## src/rtl/apb4_bridge_mux_pkg.sv

```systemverilog
// Shared types for the APB4 bridge: FSM state encoding and PPROT bit constants.
package apb4_bridge_pkg;

  typedef enum logic [1:0] {
    IDLE   = 2'd0,
    SETUP  = 2'd1,
    ACCESS = 2'd2,
    DERR   = 2'd3
  } state_t;

  localparam logic [2:0] PPROT_PRIV   = 3'b001;
  localparam logic [2:0] PPROT_NONSEC = 3'b010;
  localparam logic [2:0] PPROT_INSTR  = 3'b100;

endpackage

```

## src/rtl/apb4_bridge_mux_if.sv

```systemverilog
// CPU request/response channel plus APB4 completer-side bus of the bridge.
interface apb4_bridge_mux_if
  import apb4_bridge_pkg::*;
#(
  parameter int ADDR_W  = 32,
  parameter int DATA_W  = 32,
  parameter int NUM_SLV = 4
);
  localparam int STRB_W = DATA_W / 8;

  logic                      req_valid;
  logic                      req_ready;
  logic                      req_write;
  logic [ADDR_W-1:0]         req_addr;
  logic [DATA_W-1:0]         req_wdata;
  logic [STRB_W-1:0]         req_strb;
  logic [2:0]                req_prot;
  logic                      rsp_valid;
  logic [DATA_W-1:0]         rsp_rdata;
  logic                      rsp_err;
  logic [NUM_SLV-1:0]        PSEL;
  logic                      PENABLE;
  logic                      PWRITE;
  logic [ADDR_W-1:0]         PADDR;
  logic [DATA_W-1:0]         PWDATA;
  logic [STRB_W-1:0]         PSTRB;
  logic [2:0]                PPROT;
  logic [NUM_SLV*DATA_W-1:0] PRDATA;
  logic [NUM_SLV-1:0]        PREADY;
  logic [NUM_SLV-1:0]        PSLVERR;

  // Bridge side: accepts CPU requests and drives the APB requester signals.
  modport master (
    input  req_valid, req_write, req_addr, req_wdata, req_strb, req_prot,
    input  PRDATA, PREADY, PSLVERR,
    output req_ready, rsp_valid, rsp_rdata, rsp_err,
    output PSEL, PENABLE, PWRITE, PADDR, PWDATA, PSTRB, PPROT
  );

  modport slave (
    output req_valid, req_write, req_addr, req_wdata, req_strb, req_prot,
    output PRDATA, PREADY, PSLVERR,
    input  req_ready, rsp_valid, rsp_rdata, rsp_err,
    input  PSEL, PENABLE, PWRITE, PADDR, PWDATA, PSTRB, PPROT
  );

endinterface

```

## src/rtl/apb4_bridge_mux_decode.sv

```systemverilog
// Combinational window/completer decode: upper address bits -> hit, index, one-hot select.
module apb_addr_decode
  import apb4_bridge_pkg::*;
#(
  parameter int                ADDR_W    = 32,
  parameter int                NUM_SLV   = 4,
  parameter int                SLV_AW    = 12,
  parameter logic [ADDR_W-1:0] BASE_ADDR = 32'h4000_0000
) (
  input  logic [ADDR_W-1:SLV_AW]     i_addr_hi,
  output logic                       o_hit,
  output logic [$clog2(NUM_SLV)-1:0] o_idx,
  output logic [NUM_SLV-1:0]         o_onehot
);
  localparam int IDX_W = $clog2(NUM_SLV);
  localparam int TOP   = SLV_AW + IDX_W;

  assign o_hit    = (i_addr_hi[ADDR_W-1:TOP] == BASE_ADDR[ADDR_W-1:TOP]);
  assign o_idx    = i_addr_hi[SLV_AW +: IDX_W];
  assign o_onehot = NUM_SLV'(1) << o_idx;

endmodule

```

## src/rtl/apb4_bridge_mux.sv

```systemverilog
// APB4 requester bridge: valid/ready CPU request -> SETUP/ACCESS transfer to one of
// NUM_SLV completers, with decode-error path, ACCESS timeout and registered response.
module apb4_bridge_mux
  import apb4_bridge_pkg::*;
#(
  parameter int                ADDR_W    = 32,
  parameter int                DATA_W    = 32,
  parameter int                NUM_SLV   = 4,
  parameter int                SLV_AW    = 12,
  parameter logic [ADDR_W-1:0] BASE_ADDR = 32'h4000_0000,
  parameter int                TIMEOUT   = 16
) (
  input  logic              clk,
  input  logic              resetn,
  apb4_bridge_mux_if.master bus
);
  localparam int IDX_W  = $clog2(NUM_SLV);
  localparam int STRB_W = DATA_W / 8;
  localparam int CNT_W  = (TIMEOUT > 0) ? $clog2(TIMEOUT + 1) : 1;

  state_t              r_state, w_next;
  logic                r_req_ready;
  logic [ADDR_W-1:0]   r_paddr;
  logic                r_pwrite;
  logic [DATA_W-1:0]   r_pwdata;
  logic [STRB_W-1:0]   r_pstrb;
  logic [2:0]          r_pprot;
  logic [IDX_W-1:0]    r_idx;
  logic [NUM_SLV-1:0]  r_sel_oh;
  logic [CNT_W-1:0]    r_cnt;
  logic                r_rsp_valid;
  logic                r_rsp_err;
  logic [DATA_W-1:0]   r_rsp_rdata;

  logic                w_accept;
  logic                w_hit;
  logic [IDX_W-1:0]    w_idx;
  logic [NUM_SLV-1:0]  w_onehot;
  logic                w_pready;
  logic                w_pslverr;
  logic [DATA_W-1:0]   w_prdata;
  logic                w_done;
  logic                w_expire;

  apb_addr_decode #(
    .ADDR_W   (ADDR_W),
    .NUM_SLV  (NUM_SLV),
    .SLV_AW   (SLV_AW),
    .BASE_ADDR(BASE_ADDR)
  ) u_dec (
    .i_addr_hi(bus.req_addr[ADDR_W-1:SLV_AW]),
    .o_hit    (w_hit),
    .o_idx    (w_idx),
    .o_onehot (w_onehot)
  );

  assign w_accept = bus.req_valid & r_req_ready;

  always_ff @(posedge clk or negedge resetn) begin
    if (!resetn) r_state <= IDLE;
    else         r_state <= w_next;
  end

  always_comb begin
    w_next    = r_state;
    w_done    = 1'b0;
    w_expire  = 1'b0;
    w_pready  = 1'b0;
    w_pslverr = 1'b0;
    w_prdata  = '0;
    // Only the latched completer's response lines are ever looked at.
    for (int i = 0; i < NUM_SLV; i++) begin
      if (r_idx == IDX_W'(i)) begin
        w_pready  = bus.PREADY[i];
        w_pslverr = bus.PSLVERR[i];
        w_prdata  = bus.PRDATA[i*DATA_W +: DATA_W];
      end
    end
    case (r_state)
      IDLE:   if (w_accept) w_next = w_hit ? SETUP : DERR;
      SETUP:  w_next = ACCESS;
      ACCESS: begin
        if (w_pready) begin
          w_next = IDLE;
          w_done = 1'b1;
        end else if ((TIMEOUT != 0) && (r_cnt == CNT_W'(TIMEOUT - 1))) begin
          w_next   = IDLE;
          w_expire = 1'b1;
        end
      end
      DERR:   w_next = IDLE;
      default: w_next = IDLE;
    endcase
  end

  // Request capture, timeout counter and one-cycle response register.
  always_ff @(posedge clk or negedge resetn) begin
    if (!resetn) begin
      r_req_ready <= 1'b0;
      r_paddr     <= '0;
      r_pwrite    <= 1'b0;
      r_pwdata    <= '0;
      r_pstrb     <= '0;
      r_pprot     <= '0;
      r_idx       <= '0;
      r_sel_oh    <= '0;
      r_cnt       <= '0;
      r_rsp_valid <= 1'b0;
      r_rsp_err   <= 1'b0;
      r_rsp_rdata <= '0;
    end else begin
      r_req_ready <= (w_next == IDLE);
      if (w_accept) begin
        r_paddr  <= bus.req_addr;
        r_pwrite <= bus.req_write;
        r_pwdata <= bus.req_wdata;
        r_pstrb  <= bus.req_write ? bus.req_strb : '0;
        r_pprot  <= bus.req_prot;
        r_idx    <= w_idx;
        r_sel_oh <= w_onehot;
      end
      r_cnt       <= ((r_state == ACCESS) && (w_next == ACCESS)) ? r_cnt + CNT_W'(1) : '0;
      r_rsp_valid <= w_done | w_expire | (r_state == DERR);
      r_rsp_err   <= (r_state == DERR) | w_expire | (w_done & w_pslverr);
      r_rsp_rdata <= (w_done & ~w_pslverr & ~r_pwrite) ? w_prdata : '0;
    end
  end

  assign bus.req_ready = r_req_ready;
  assign bus.rsp_valid = r_rsp_valid;
  assign bus.rsp_err   = r_rsp_err;
  assign bus.rsp_rdata = r_rsp_rdata;
  assign bus.PSEL      = ((r_state == SETUP) || (r_state == ACCESS)) ? r_sel_oh : '0;
  assign bus.PENABLE   = (r_state == ACCESS);
  assign bus.PWRITE    = r_pwrite;
  assign bus.PADDR     = r_paddr;
  assign bus.PWDATA    = r_pwdata;
  assign bus.PSTRB     = r_pstrb;
  assign bus.PPROT     = r_pprot;

endmodule

```

## src/flat_wrapper.sv

```systemverilog
// flat-port wrapper written by rule: the top's interface ports become plain ports
module apb4_bridge_mux_flat import apb4_bridge_pkg::*;
#(
  parameter int                ADDR_W    = 32,
  parameter int                DATA_W    = 32,
  parameter int                NUM_SLV   = 4,
  parameter int                SLV_AW    = 12,
  parameter logic [ADDR_W-1:0] BASE_ADDR = 32'h4000_0000,
  parameter int                TIMEOUT   = 16
)
  (clk, resetn, bus_req_valid, bus_req_write, bus_req_addr, bus_req_wdata, bus_req_strb, bus_req_prot, bus_PRDATA, bus_PREADY, bus_PSLVERR, bus_req_ready, bus_rsp_valid, bus_rsp_rdata, bus_rsp_err, bus_PSEL, bus_PENABLE, bus_PWRITE, bus_PADDR, bus_PWDATA, bus_PSTRB, bus_PPROT);
  apb4_bridge_mux_if #(.ADDR_W(ADDR_W), .DATA_W(DATA_W), .NUM_SLV(NUM_SLV)) bus_i ();
  input  logic clk;
  input  logic resetn;
  input wire logic [$bits(bus_i.req_valid)-1:0] bus_req_valid;
  input wire logic [$bits(bus_i.req_write)-1:0] bus_req_write;
  input wire logic [$bits(bus_i.req_addr)-1:0] bus_req_addr;
  input wire logic [$bits(bus_i.req_wdata)-1:0] bus_req_wdata;
  input wire logic [$bits(bus_i.req_strb)-1:0] bus_req_strb;
  input wire logic [$bits(bus_i.req_prot)-1:0] bus_req_prot;
  input wire logic [$bits(bus_i.PRDATA)-1:0] bus_PRDATA;
  input wire logic [$bits(bus_i.PREADY)-1:0] bus_PREADY;
  input wire logic [$bits(bus_i.PSLVERR)-1:0] bus_PSLVERR;
  output wire logic [$bits(bus_i.req_ready)-1:0] bus_req_ready;
  output wire logic [$bits(bus_i.rsp_valid)-1:0] bus_rsp_valid;
  output wire logic [$bits(bus_i.rsp_rdata)-1:0] bus_rsp_rdata;
  output wire logic [$bits(bus_i.rsp_err)-1:0] bus_rsp_err;
  output wire logic [$bits(bus_i.PSEL)-1:0] bus_PSEL;
  output wire logic [$bits(bus_i.PENABLE)-1:0] bus_PENABLE;
  output wire logic [$bits(bus_i.PWRITE)-1:0] bus_PWRITE;
  output wire logic [$bits(bus_i.PADDR)-1:0] bus_PADDR;
  output wire logic [$bits(bus_i.PWDATA)-1:0] bus_PWDATA;
  output wire logic [$bits(bus_i.PSTRB)-1:0] bus_PSTRB;
  output wire logic [$bits(bus_i.PPROT)-1:0] bus_PPROT;
  assign bus_i.req_valid = bus_req_valid;
  assign bus_i.req_write = bus_req_write;
  assign bus_i.req_addr = bus_req_addr;
  assign bus_i.req_wdata = bus_req_wdata;
  assign bus_i.req_strb = bus_req_strb;
  assign bus_i.req_prot = bus_req_prot;
  assign bus_i.PRDATA = bus_PRDATA;
  assign bus_i.PREADY = bus_PREADY;
  assign bus_i.PSLVERR = bus_PSLVERR;
  assign bus_req_ready = bus_i.req_ready;
  assign bus_rsp_valid = bus_i.rsp_valid;
  assign bus_rsp_rdata = bus_i.rsp_rdata;
  assign bus_rsp_err = bus_i.rsp_err;
  assign bus_PSEL = bus_i.PSEL;
  assign bus_PENABLE = bus_i.PENABLE;
  assign bus_PWRITE = bus_i.PWRITE;
  assign bus_PADDR = bus_i.PADDR;
  assign bus_PWDATA = bus_i.PWDATA;
  assign bus_PSTRB = bus_i.PSTRB;
  assign bus_PPROT = bus_i.PPROT;
  apb4_bridge_mux #(.ADDR_W(ADDR_W), .DATA_W(DATA_W), .NUM_SLV(NUM_SLV), .SLV_AW(SLV_AW), .BASE_ADDR(BASE_ADDR), .TIMEOUT(TIMEOUT)) u_core (.clk(clk), .resetn(resetn), .bus(bus_i));
endmodule
```

## config.mk

```make
export PLATFORM = sky130hd
export DESIGN_NAME = apb4_bridge_mux_flat
export DESIGN_NICKNAME = d
export VERILOG_FILES = /design/src/rtl/apb4_bridge_mux_pkg.sv /design/src/rtl/apb4_bridge_mux_if.sv /design/src/rtl/apb4_bridge_mux_decode.sv /design/src/rtl/apb4_bridge_mux.sv /design/src/flat_wrapper.sv
export SDC_FILE = /design/constraint.sdc
export NUM_CORES = 1
export LEC_CHECK = 0
export ABC_AREA = 1
export CORE_MARGIN = 5
export CORE_UTILIZATION = 41
export DETAILED_ROUTE_END_ITERATION = 16
export PLACE_DENSITY = 0.87
export SETUP_SLACK_MARGIN = 0.4
export SKIP_LAST_GASP = 1
export SLEW_MARGIN = 20
export SYNTH_ARGS = -nofsm -noshare
export SYNTH_HDL_FRONTEND = slang
export SYNTH_HIERARCHICAL = 1
export SYNTH_SLANG_ARGS = --single-unit
```

## constraint.sdc

```tcl
create_clock -name clk -period 2.7 [get_ports clk]
set_input_delay 0.54 -clock clk [delete_from_list [all_inputs] [get_ports clk]]
set_output_delay 0.54 -clock clk [all_outputs]
set_load 0.005 [all_outputs]
```

==> flow_metrics.env, run 1 <==
export IMPL_critPathBufInv=3
export IMPL_arrival_ps=1710
export IMPL_rr_worst_depth=8
export IMPL_p_comb_frac=0.464
export IMPL_hold_violations=0
export IMPL_p_leak_uw=0.00436
export IMPL_fp_dieW_microns=125
export IMPL_cts_sinks=120
export IMPL_power_total_uw=9080
export IMPL_synth_top_cell_by_area="dfrtp_1"
export IMPL_syn_inst=672
export IMPL_slowest_delay_ps=500
export IMPL_relSlewSlack=0.505
export IMPL_wl_met2_microns=10100
export IMPL_fin_util=0.719
export IMPL_drt_total_wl_microns=19500
export IMPL_rsz0062_at_grt="false"
export IMPL_place_congestion=0.875
export IMPL_syn_to_final_growth_pct=73.7
export IMPL_die_h_microns=125
export IMPL_std_cell_rows=42
export IMPL_drc=0
export IMPL_antenna_left=0
export IMPL_crit_family="buffers and inverters"
export IMPL_seqPwrFrac=0.316
export IMPL_synth_distinct_cells=29
export IMPL_yosysMostFrequentCell="nand2_1"
export IMPL_track_usage=0.241
export IMPL_yosys_top_cells_area="dfrtp_1 (55%), nand2_1 (19%), nor2_1 (4.6%)"
export IMPL_wire_per_inst_microns=16.6
export IMPL_synth_nets=889
export IMPL_clk_pin_slew_ps=60
export IMPL_power_switching_uw=3270
export IMPL_crit_chain="inv_2, ha_4, nand2_1, inv_1, clkdlybuf4s50_1"
export IMPL_met3_length_microns=1260
export IMPL_internal_power_uw=5810
export IMPL_fin_crit_sh=0.832
export IMPL_finalSetupTns_ps=0
export IMPL_synth_top_family_by_area="simple AND/OR/NAND/NOR gates"
export IMPL_crit_fanout=3
export IMPL_num_vias=5625
export IMPL_start_kind="register"
export IMPL_synth_seq_cells=120
export IMPL_dp_hpwl_microns=14900
export IMPL_regArea_sq_um=3000
export IMPL_final_max_slew_viol_count=0
export IMPL_post_route_worst_setup_slack_ps=454
export IMPL_cts_max_level=4
export IMPL_timing_fmax_mhz=445
export IMPL_r2r_start="u_core/r_idx[0]"
export IMPL_seq_area_frac_synth=0.554
export IMPL_wl_met1_microns=7600
export IMPL_io_pins=323
export IMPL_synth_area_per_cell_sq_um=8.06
export IMPL_drtIter0Drc=361
export IMPL_viasPerCell=4.77
export IMPL_cts_buffer_depth=2
export IMPL_start_util=0.414
export IMPL_grt_remaining_overflow=0
export IMPL_clock_skew_ps=11.2
export IMPL_top_layer_used="met4"
export IMPL_ys_warn_count=6
export IMPL_crit_required_ps=2160
export IMPL_diodes=0
export IMPL_cp_end_kind="output port"
export IMPL_grt_antenna_before_repair=0
export IMPL_ys_flop_type="dfrtp_1"
export IMPL_fillers=1017
export IMPL_synth_simple_gate_area_share=0.278
export IMPL_ir_drop_v=0.000663
export IMPL_regToRegSetupSlack_ps=700
export IMPL_timing_hold_ws_ps=210
export IMPL_clkPwrFrac=0.220
export IMPL_multiInputGateArea_sq_um=2200
export IMPL_grt_pass1_vias=5715
export IMPL_grt_max_degree=78
export IMPL_cts_inserted_buffers=17
export IMPL_nNetsFinal=1209
export IMPL_sw_frac_of_total=0.360
export IMPL_drt_pre_antenna_iters=4
export IMPL_critPathKind="reg2out"
export IMPL_cts_tree="built"
export IMPL_grt_pass1_wl_microns=29900
export IMPL_drive_gt1_frac=0.0687
export IMPL_yosys_area_share_adder=0.0139
export IMPL_cts_root_buf="clkbuf_16"
export IMPL_hold_class="in2async"
export IMPL_setup_viol=0
export IMPL_status="completed"
export IMPL_core_area_sq_um=13100
export IMPL_worst_path_max_delay_cell="clkdlybuf4s50_1"
export IMPL_synth_async_reset_ratio=1.00
export IMPL_synthMuxAreaShare=0
export IMPL_clk_insertion_delay_late_ps=400
export IMPL_max_cap_violations=0
export IMPL_synth_edf_count=0
export IMPL_dieArea_sq_um=15600
export IMPL_tightest_slew_ps=742
export IMPL_synth_compound_area_frac=0.108
export IMPL_finalWorstPathRequiredPeriod_ps=2250
export IMPL_r2r_end="u_core/r_cnt[3]"
export IMPL_yosys_top_cells_count="nand2_1 (280), dfrtp_1 (120), nor2_1 (66), a21oi_1 (44), o21ai_0 (41)"
export IMPL_synth_top_area_frac=0.554
export IMPL_netlist_area_sq_um=5420
export IMPL_place_port_buffers=322
export IMPL_power_density_nw_per_um2=965
export IMPL_dpl_worst_slack_ps=535
export IMPL_synth_xor_area_frac=0.00323
flip-flops by register name, summed over array words and instances (netlist names):
name                  cells
u_core/bus.PADDR         32
u_core/bus.PPROT          3
u_core/bus.PSTRB          4
u_core/bus.PWDATA        32
u_core/bus.PWRITE         1
u_core/bus.req_ready      1
u_core/bus.rsp_err        1
u_core/bus.rsp_rdata     32
u_core/bus.rsp_valid      1
u_core/r_cnt              5
u_core/r_idx              2
u_core/r_sel_oh           4
u_core/r_state            2
how the worst max path moves through the flow:
| stage | start | end | slack, ps | depth (start not counted) |
|---|---|---|---|---|
| 3_5_place_dp | bus_PSLVERR[1] | u_core/bus.rsp_rdata[17] | 530 | 7 |
| 6_report | u_core/r_state[1] | bus_PSEL[3] | 450 | 5 |
| 2_1_floorplan | bus_PSLVERR[1] | u_core/bus.rsp_rdata[21] | 1110 | 8 |
| 4_1_cts | u_core/r_state[0] | bus_PSEL[0] | 390 | 5 |
| 5_1_grt | u_core/r_state[1] | bus_PSEL[3] | 400 | 5 |
| 3_3_place_gp | bus_PSLVERR[1] | u_core/bus.rsp_rdata[10] | 560 | 7 |
cell type report:
class,count,area share
Tap cell,176,0.0234
Clock buffer,21,0.0489
Sequential cell,120,0.319
Inverter,20,0.00838
Multi-Input combinational cell,496,0.234
Timing Repair Buffer,337,0.358
Clock inverter,10,0.00784
routing by layer:
metal	up-vias	track usage
met5	-	0
met4	0	0.0963
met3	32	0.0533
met2	208	0.427
met1	2606	0.286
li1	2779	-
placed cells by master (no fill, tap or decap), drive strengths merged, types with 2 or more instances in the layout:
master         Yosys  final
dfrtp            120    120
nor3               7      7
clkinvlp           0      6
inv               19     20
clkinv             1      4
or2                3      3
o21ai             44     44
nor2              79     79
dlygate4sd2        0      2
nand3              9      9
buf               10     16
a21oi             44     44
clkdlybuf4s50      0    317
clkbuf            26     21
a211oi            16     16
dlymetal6s2s       0      2
nand2            282    282
ha                 6      6
through the flow:
stage / area (sq um) / std cells
final: 9410 / 1180
after floorplan: 5420 / 672
after global routing: 9410 / 1180
after CTS: 9390 / 1178
after global placement: 8820 / 1145
after detailed placement: 8820 / 1145
cells by family after synthesis:
family | count (synthesis)
buf+inv | 56
compound gates | 107
fa+ha+maj | 6
flops | 120
xor+xnor | 2
simple gates | 381
power groups by stage:
stage / Sequential [uW] / Combinational (uW) / Clock [uW]
floorplan: 2900 / 1790 / 0
global placement: 2850 / 4050 / 0
detailed placement: 2880 / 4150 / 0
CTS: 2870 / 4210 / 2040
global route: 2950 / 4590 / 2130
finish: 2870 / 4210 / 2000
timing repair:
| action | 4_1_cts | 5_1_grt |
|---|---|---|
| setup buffers | 2 | 2 |
| hold endpoints to repair | 0 | 0 |
| gates resized for setup | 6 | 4 |
| hold buffers | 0 | 0 |
| pin swaps | 1 | 1 |
| setup endpoints to repair | 5 | 10 |
(Power assumes the default switching activity.)
==> run 2, diff against run 1 <==
--- a/config.mk
+++ b/config.mk
@@ -7,9 +7,9 @@
 export LEC_CHECK = 0
 export ABC_AREA = 1
 export CORE_MARGIN = 5
-export CORE_UTILIZATION = 41
+export CORE_UTILIZATION = 34
 export DETAILED_ROUTE_END_ITERATION = 16
-export PLACE_DENSITY = 0.87
+export PLACE_DENSITY = 0.77
 export SETUP_SLACK_MARGIN = 0.4
 export SKIP_LAST_GASP = 1
 export SLEW_MARGIN = 20
==> constraint.sdc (replaced) <==
create_clock -name clk -period 2 [get_ports clk]
set_input_delay 0.4 -clock clk [delete_from_list [all_inputs] [get_ports clk]]
set_output_delay 0.4 -clock clk [all_outputs]
set_load 0.005 [all_outputs]
==> flow_metrics.env, run 2 (synthesized netlist as in run 1, its figures left out) <==
export IMPL_tightest_slew_ps=556
export IMPL_timing_fmax_mhz=569
export IMPL_clk_insertion_delay_late_ps=400
export IMPL_ir_drop_v=0.000633
export IMPL_viasPerCell=4.62
export IMPL_placed_area_sq_um=8960
export IMPL_slowest_delay_ps=380
export IMPL_final_max_slew_viol_count=0
export IMPL_finalWorstPathRequiredPeriod_ps=1760
export IMPL_drt_pre_antenna_iters=5
export IMPL_cts_root_buf="clkbuf_16"
export IMPL_grt_max_degree=78
export IMPL_fin_crit_sh=0.879
export IMPL_final_cell_mix="nand2_1 (271), clkdlybuf4s50_1 (209), dfrtp_1 (118)"
export IMPL_sw_frac_of_total=0.377
export IMPL_power_density_nw_per_um2=1310
export IMPL_arrival_ps=1360
export IMPL_place_congestion=0.858
export IMPL_internal_power_uw=8080
export IMPL_diodes=0
export IMPL_grt_pass1_vias=5702
export IMPL_status="completed"
export IMPL_critPathKind="reg2out"
export IMPL_clock_skew_ps=6.46
export IMPL_fillers=1412
export IMPL_layout_commonest_cell="nand2_1"
export IMPL_clkPwrFrac=0.242
export IMPL_crit_required_ps=1600
export IMPL_final_cell_area_sq_um=9910
export IMPL_drt_total_wl_microns=19900
export IMPL_cts_sinks=120
export IMPL_worst_path_max_delay_cell="dfrtp_1"
export IMPL_antenna_left=0
export IMPL_start_util=0.344
export IMPL_cts_max_level=4
export IMPL_cts_tree="built"
export IMPL_track_usage=0.209
export IMPL_core_area_sq_um=15800
export IMPL_seqPwrFrac=0.295
export IMPL_p_comb_frac=0.464
export IMPL_io_pins=323
export IMPL_crit_fanout=4
export IMPL_hold_class="in2async"
export IMPL_grt_remaining_overflow=0
export IMPL_setup_viol=0
export IMPL_std_cell_rows=46
export IMPL_place_port_buffers=322
export IMPL_crit_chain="inv_2, ha_4, nand2_2, inv_2, buf_6"
export IMPL_num_vias=5734
export IMPL_cts_inserted_buffers=17
export IMPL_timing_hold_ws_ps=466
export IMPL_drive_gt1_frac=0.139
export IMPL_cp_end_kind="output port"
export IMPL_crit_path_frequent_cell="inv_2"
export IMPL_drc=0
export IMPL_dp_hpwl_microns=14800
export IMPL_max_cap_violations=0
export IMPL_relSlewSlack=0.629
export IMPL_rsz0062_at_grt="true"
export IMPL_die_h_microns=136
export IMPL_dieArea_sq_um=18600
export IMPL_drtIter0Drc=270
export IMPL_hold_violations=0
export IMPL_clk_pin_slew_ps=60
export IMPL_nNetsFinal=1228
export IMPL_finalSetupTns_ps=0
export IMPL_syn_to_final_growth_pct=82.9
export IMPL_start_kind="register"
export IMPL_p_leak_uw=0.00486
export IMPL_cts_buffer_depth=2
export IMPL_power_switching_uw=4880
export IMPL_wire_per_inst_microns=16.1
export IMPL_grt_pass1_wl_microns=30200
export IMPL_grt_antenna_before_repair=0
export IMPL_fp_dieW_microns=136
==> run 2: changes by cell type in the layout (fill, tap and decap cells not counted), moves of 6 or more <==
cell / before / now
nor3_1: 7 / 1
a21oi_2: 0 / 6
a21oi_1: 44 / 38
clkdlybuf4s50_1: 317 / 209
dlygate4sd2_1: 2 / 107
buf_4: 13 / 20
nor2_2: 12 / 4
nand2_1: 279 / 271
nor2_4: 1 / 14
nand2_2: 3 / 10
buf_6: 0 / 7
==> run 2: what timing repair did <==
action	in CTS	in global routing
endpoints found under the setup margin	153	42
endpoints found under the hold margin	25	0
pin swaps	4	7
gates cloned	0	1
resized for setup	154	57
hold buffers	1	0
buffers inserted	8	7
==> run 2: final timing paths <==
path,start,slack (ps),cells after the start,endpoint
setup / recovery,u_core/r_state[0],240,5,bus_PSEL[0]
hold / removal,resetn,470,2,u_core/bus.PADDR[10]
setup reg to reg,u_core/r_cnt[1],380,7,u_core/r_cnt[2]
hold reg to reg,u_core/bus.PADDR[15],470,2,u_core/bus.PADDR[15]
max in group asynchronous,resetn,950,3,u_core/bus.PADDR[14]
min in group clk,u_core/bus.PADDR[15],470,2,u_core/bus.PADDR[15]
==> run 2: metal layers <==
metal  up-vias  routed length [microns]  global-route usage
met1      2674                     7660               0.251
met3        42                     1410              0.0588
met2       203                    10300               0.355
met4         0                      546              0.0862
li1       2815                        -                   -
met5         -                        0                   0
==> run 2: through the flow <==
stage               std cells  utilization  power (uW)  setup WS, ps
floorplan                 672            -        6330           421
global placement         1191        0.568        9530          92.4
detailed placement       1191        0.568        9620          65.0
CTS                      1232        0.608       12500           242
global route             1240        0.628       13900           179
finish                   1240        0.628       13000           241
==> run 2: critical path: cells and delay by family, from the launching register on <==
family                     cells  cell delay (ps)
DFF                            1              380
and+or+nand+nor                1               80
buffers and inverters          3              250
adders and majority gates      1              240
==> run 2: layout make-up <==
cell class | instances | area (sq um) | area share
Sequential cell | 120 | 3010 | 0.303
Timing Repair Buffer | 356 | 3460 | 0.349
Tap cell | 216 | 270 | 0.0273
Clock inverter | 14 | 173 | 0.0174
Inverter | 20 | 81.3 | 0.00821
Multi-Input combinational cell | 496 | 2480 | 0.250
Clock buffer | 18 | 439 | 0.0443
==> run 2: power groups by stage <==
| stage | logic [uW] | clock network, uW | registers, uW |
|---|---|---|---|
| final | 6010 | 3130 | 3820 |
| after global placement | 5680 | 0 | 3850 |
| after CTS | 5450 | 3200 | 3810 |
| after detailed placement | 5760 | 0 | 3860 |
| after global routing | 6620 | 3320 | 3930 |
| after floorplan | 2420 | 0 | 3910 |
==> run 3, diff against run 2 <==
--- a/config.mk
+++ b/config.mk
@@ -9,7 +9,8 @@
 export CORE_MARGIN = 5
 export CORE_UTILIZATION = 34
 export DETAILED_ROUTE_END_ITERATION = 16
-export PLACE_DENSITY = 0.77
+export GPL_TIMING_DRIVEN = 0
+export PLACE_DENSITY = 0.84
 export SETUP_SLACK_MARGIN = 0.4
 export SKIP_LAST_GASP = 1
 export SLEW_MARGIN = 20
==> flow_metrics.env, run 3 (synthesized netlist as in run 1, its figures left out) <==
export IMPL_status="completed"
export IMPL_finalWorstPathRequiredPeriod_ps=1770
export IMPL_crit_path_frequent_cell="inv_2"
export IMPL_internal_power_uw=8280
export IMPL_hold_violations=0
export IMPL_grt_antenna_before_repair=0
export IMPL_crit_cells=5
export IMPL_viasPerCell=4.67
export IMPL_crit_required_ps=1600
export IMPL_hold_class="reg2reg"
export IMPL_wire_per_inst_microns=16.7
export IMPL_max_cap_violations=0
export IMPL_clock_skew_ps=6.66
export IMPL_num_vias=5919
export IMPL_cts_inserted_buffers=17
export IMPL_power_total_uw=13300
export IMPL_crit_family="flip-flops"
export IMPL_drtIter0Drc=280
export IMPL_tightest_slew_ps=469
export IMPL_sw_frac_of_total=0.378
export IMPL_worst_path_max_delay_cell="dfrtp_1"
export IMPL_clk_insertion_delay_late_ps=410
export IMPL_grt_pass1_wl_microns=31100
export IMPL_fin_crit_sh=0.883
export IMPL_cts_root_buf="clkbuf_16"
export IMPL_die_h_microns=136
export IMPL_clkPwrFrac=0.234
export IMPL_syn_to_final_growth_pct=86.4
export IMPL_hold_depth=2
export IMPL_crit_chain="inv_2, ha_4, nand2_2, inv_2, buf_6"
export IMPL_grt_pass1_vias=5934
export IMPL_start_util=0.344
export IMPL_ir_drop_v=0.000714
export IMPL_drt_total_wl_microns=21200
export IMPL_cts_max_level=4
export IMPL_place_port_buffers=322
export IMPL_p_comb_frac=0.479
export IMPL_rr_worst_depth=7
export IMPL_grt_max_degree=78
export IMPL_arrival_ps=1370
export IMPL_drt_pre_antenna_iters=5
export IMPL_relSlewSlack=0.687
export IMPL_core_area_sq_um=15800
export IMPL_setup_viol=0
export IMPL_critPathBufInv=3
export IMPL_drive_gt1_frac=0.160
export IMPL_timing_fmax_mhz=566
export IMPL_nNetsFinal=1257
export IMPL_dieArea_sq_um=18600
export IMPL_p_leak_uw=0.00496
export IMPL_drc=0
export IMPL_cp_end_kind="output port"
export IMPL_start_kind="register"
export IMPL_place_congestion=0.913
export IMPL_antenna_left=0
export IMPL_crit_fanout=4
export IMPL_fp_dieW_microns=136
export IMPL_critPathKind="reg2out"
export IMPL_power_density_nw_per_um2=1320
export IMPL_diodes=0
export IMPL_cts_buffer_depth=2
export IMPL_seqPwrFrac=0.288
export IMPL_io_pins=323
export IMPL_grt_remaining_overflow=0
export IMPL_cts_sinks=120
export IMPL_slowest_delay_ps=390
export IMPL_fillers=1359
export IMPL_final_cell_mix="nand2_1 (270), clkdlybuf4s50_1 (209), dfrtp_1 (118)"
export IMPL_std_cell_rows=46
export IMPL_layout_commonest_cell="nand2_1"
export IMPL_cts_tree="built"
export IMPL_track_usage=0.218
export IMPL_fin_util=0.640
export IMPL_power_switching_uw=5040
export IMPL_final_max_slew_viol_count=0
export IMPL_layout_cells_non_filler=1268
export IMPL_clk_pin_slew_ps=60
export IMPL_dp_cells=1211
export IMPL_rsz0062_at_grt="true"
export IMPL_dp_hpwl_microns=15800
[run 3: cell types whose count changed in the layout (fill, tap and decap cells not counted), moves of 4 or more]
cell	change
clkbuf_2	+8
clkinvlp_4	-4
a21oi_1	-4
a211oi_2	+9
buf_6	+9
o21ai_0	-5
o21ai_1	+6
a211oi_1	-9
a21oi_2	+4
buf_12	-5
clkbuf_1	+12
[run 3: routing by layer]
| metal | global-route usage | wire [microns] | vias up |
|---|---|---|---|
| met5 | 0 | 0 | - |
| met4 | 0.0901 | 537 | 0 |
| met3 | 0.0618 | 1470 | 36 |
| met2 | 0.366 | 10900 | 205 |
| met1 | 0.262 | 8270 | 2802 |
| li1 | - | - | 2876 |
[run 3: power by group through the flow]
stage	clock network [uW]	logic [uW]	registers (uW)
after floorplan	0	2420	3910
after global placement	0	5540	3840
after detailed placement	0	5620	3870
after CTS	3180	5620	3820
after global routing	3280	6970	3960
final	3110	6380	3830
[run 3: per-stage QoR]
| step | cell area (sq um) | worst slack (ps) | TNS (ps) | hold WS (ps) |
|---|---|---|---|---|
| floorplan | 5420 | 421 | 0 | 104 |
| global placement | 8910 | -4330 | -533600 | 460 |
| detailed placement | 8940 | -505 | -17490 | 361 |
| CTS | 9700 | 217 | 0 | 475 |
| global route | 10100 | 162 | 0 | 484 |
| finish | 10100 | 233 | 0 | 471 |
[run 3: what timing repair did]
action                     4_1_cts  5_1_grt
resized for setup              184       96
setup endpoints to repair      189       65
hold endpoints to repair        43        0
hold buffers                     1        0
pin swaps                        8       14
cloned                           0        2
setup buffers                   17        6
[run 3: final timing paths]
path | endpoint | start | slack [ps]
min in group asynchronous | u_core/bus.rsp_rdata[23] | resetn | 480
max in group asynchronous | u_core/bus.PWDATA[7] | resetn | 780
worst max register to register | u_core/bus.rsp_rdata[23] | u_core/r_idx[1] | 370
worst min register to register | u_core/bus.PWDATA[17] | u_core/bus.PWDATA[17] | 470
worst min-delay path | u_core/bus.PWDATA[17] | u_core/bus.PWDATA[17] | 470
worst max-delay path | bus_PSEL[2] | u_core/r_state[0] | 230
[run 3: final cells by class]
cell class	instances	area [sq um]	share of cell area
timing repair buffer	349	3390	0.336
sequential	120	3010	0.298
multi-input combinational	496	2510	0.249
clock buffer	19	443	0.0439
tap	216	270	0.0268
buffer	36	246	0.0244
clock inverter	12	151	0.0150
inverter	20	78.8	0.00781
[run 3: worst register-to-register path, stage by stage (launching register included)]
cell and delay [ps]:
dfrtp_2 440, inv_2 90, buf_4 180, clkbuf_2 190
o21ai_1 200, a21oi_1 90, a21oi_1 250, nor2_4 70
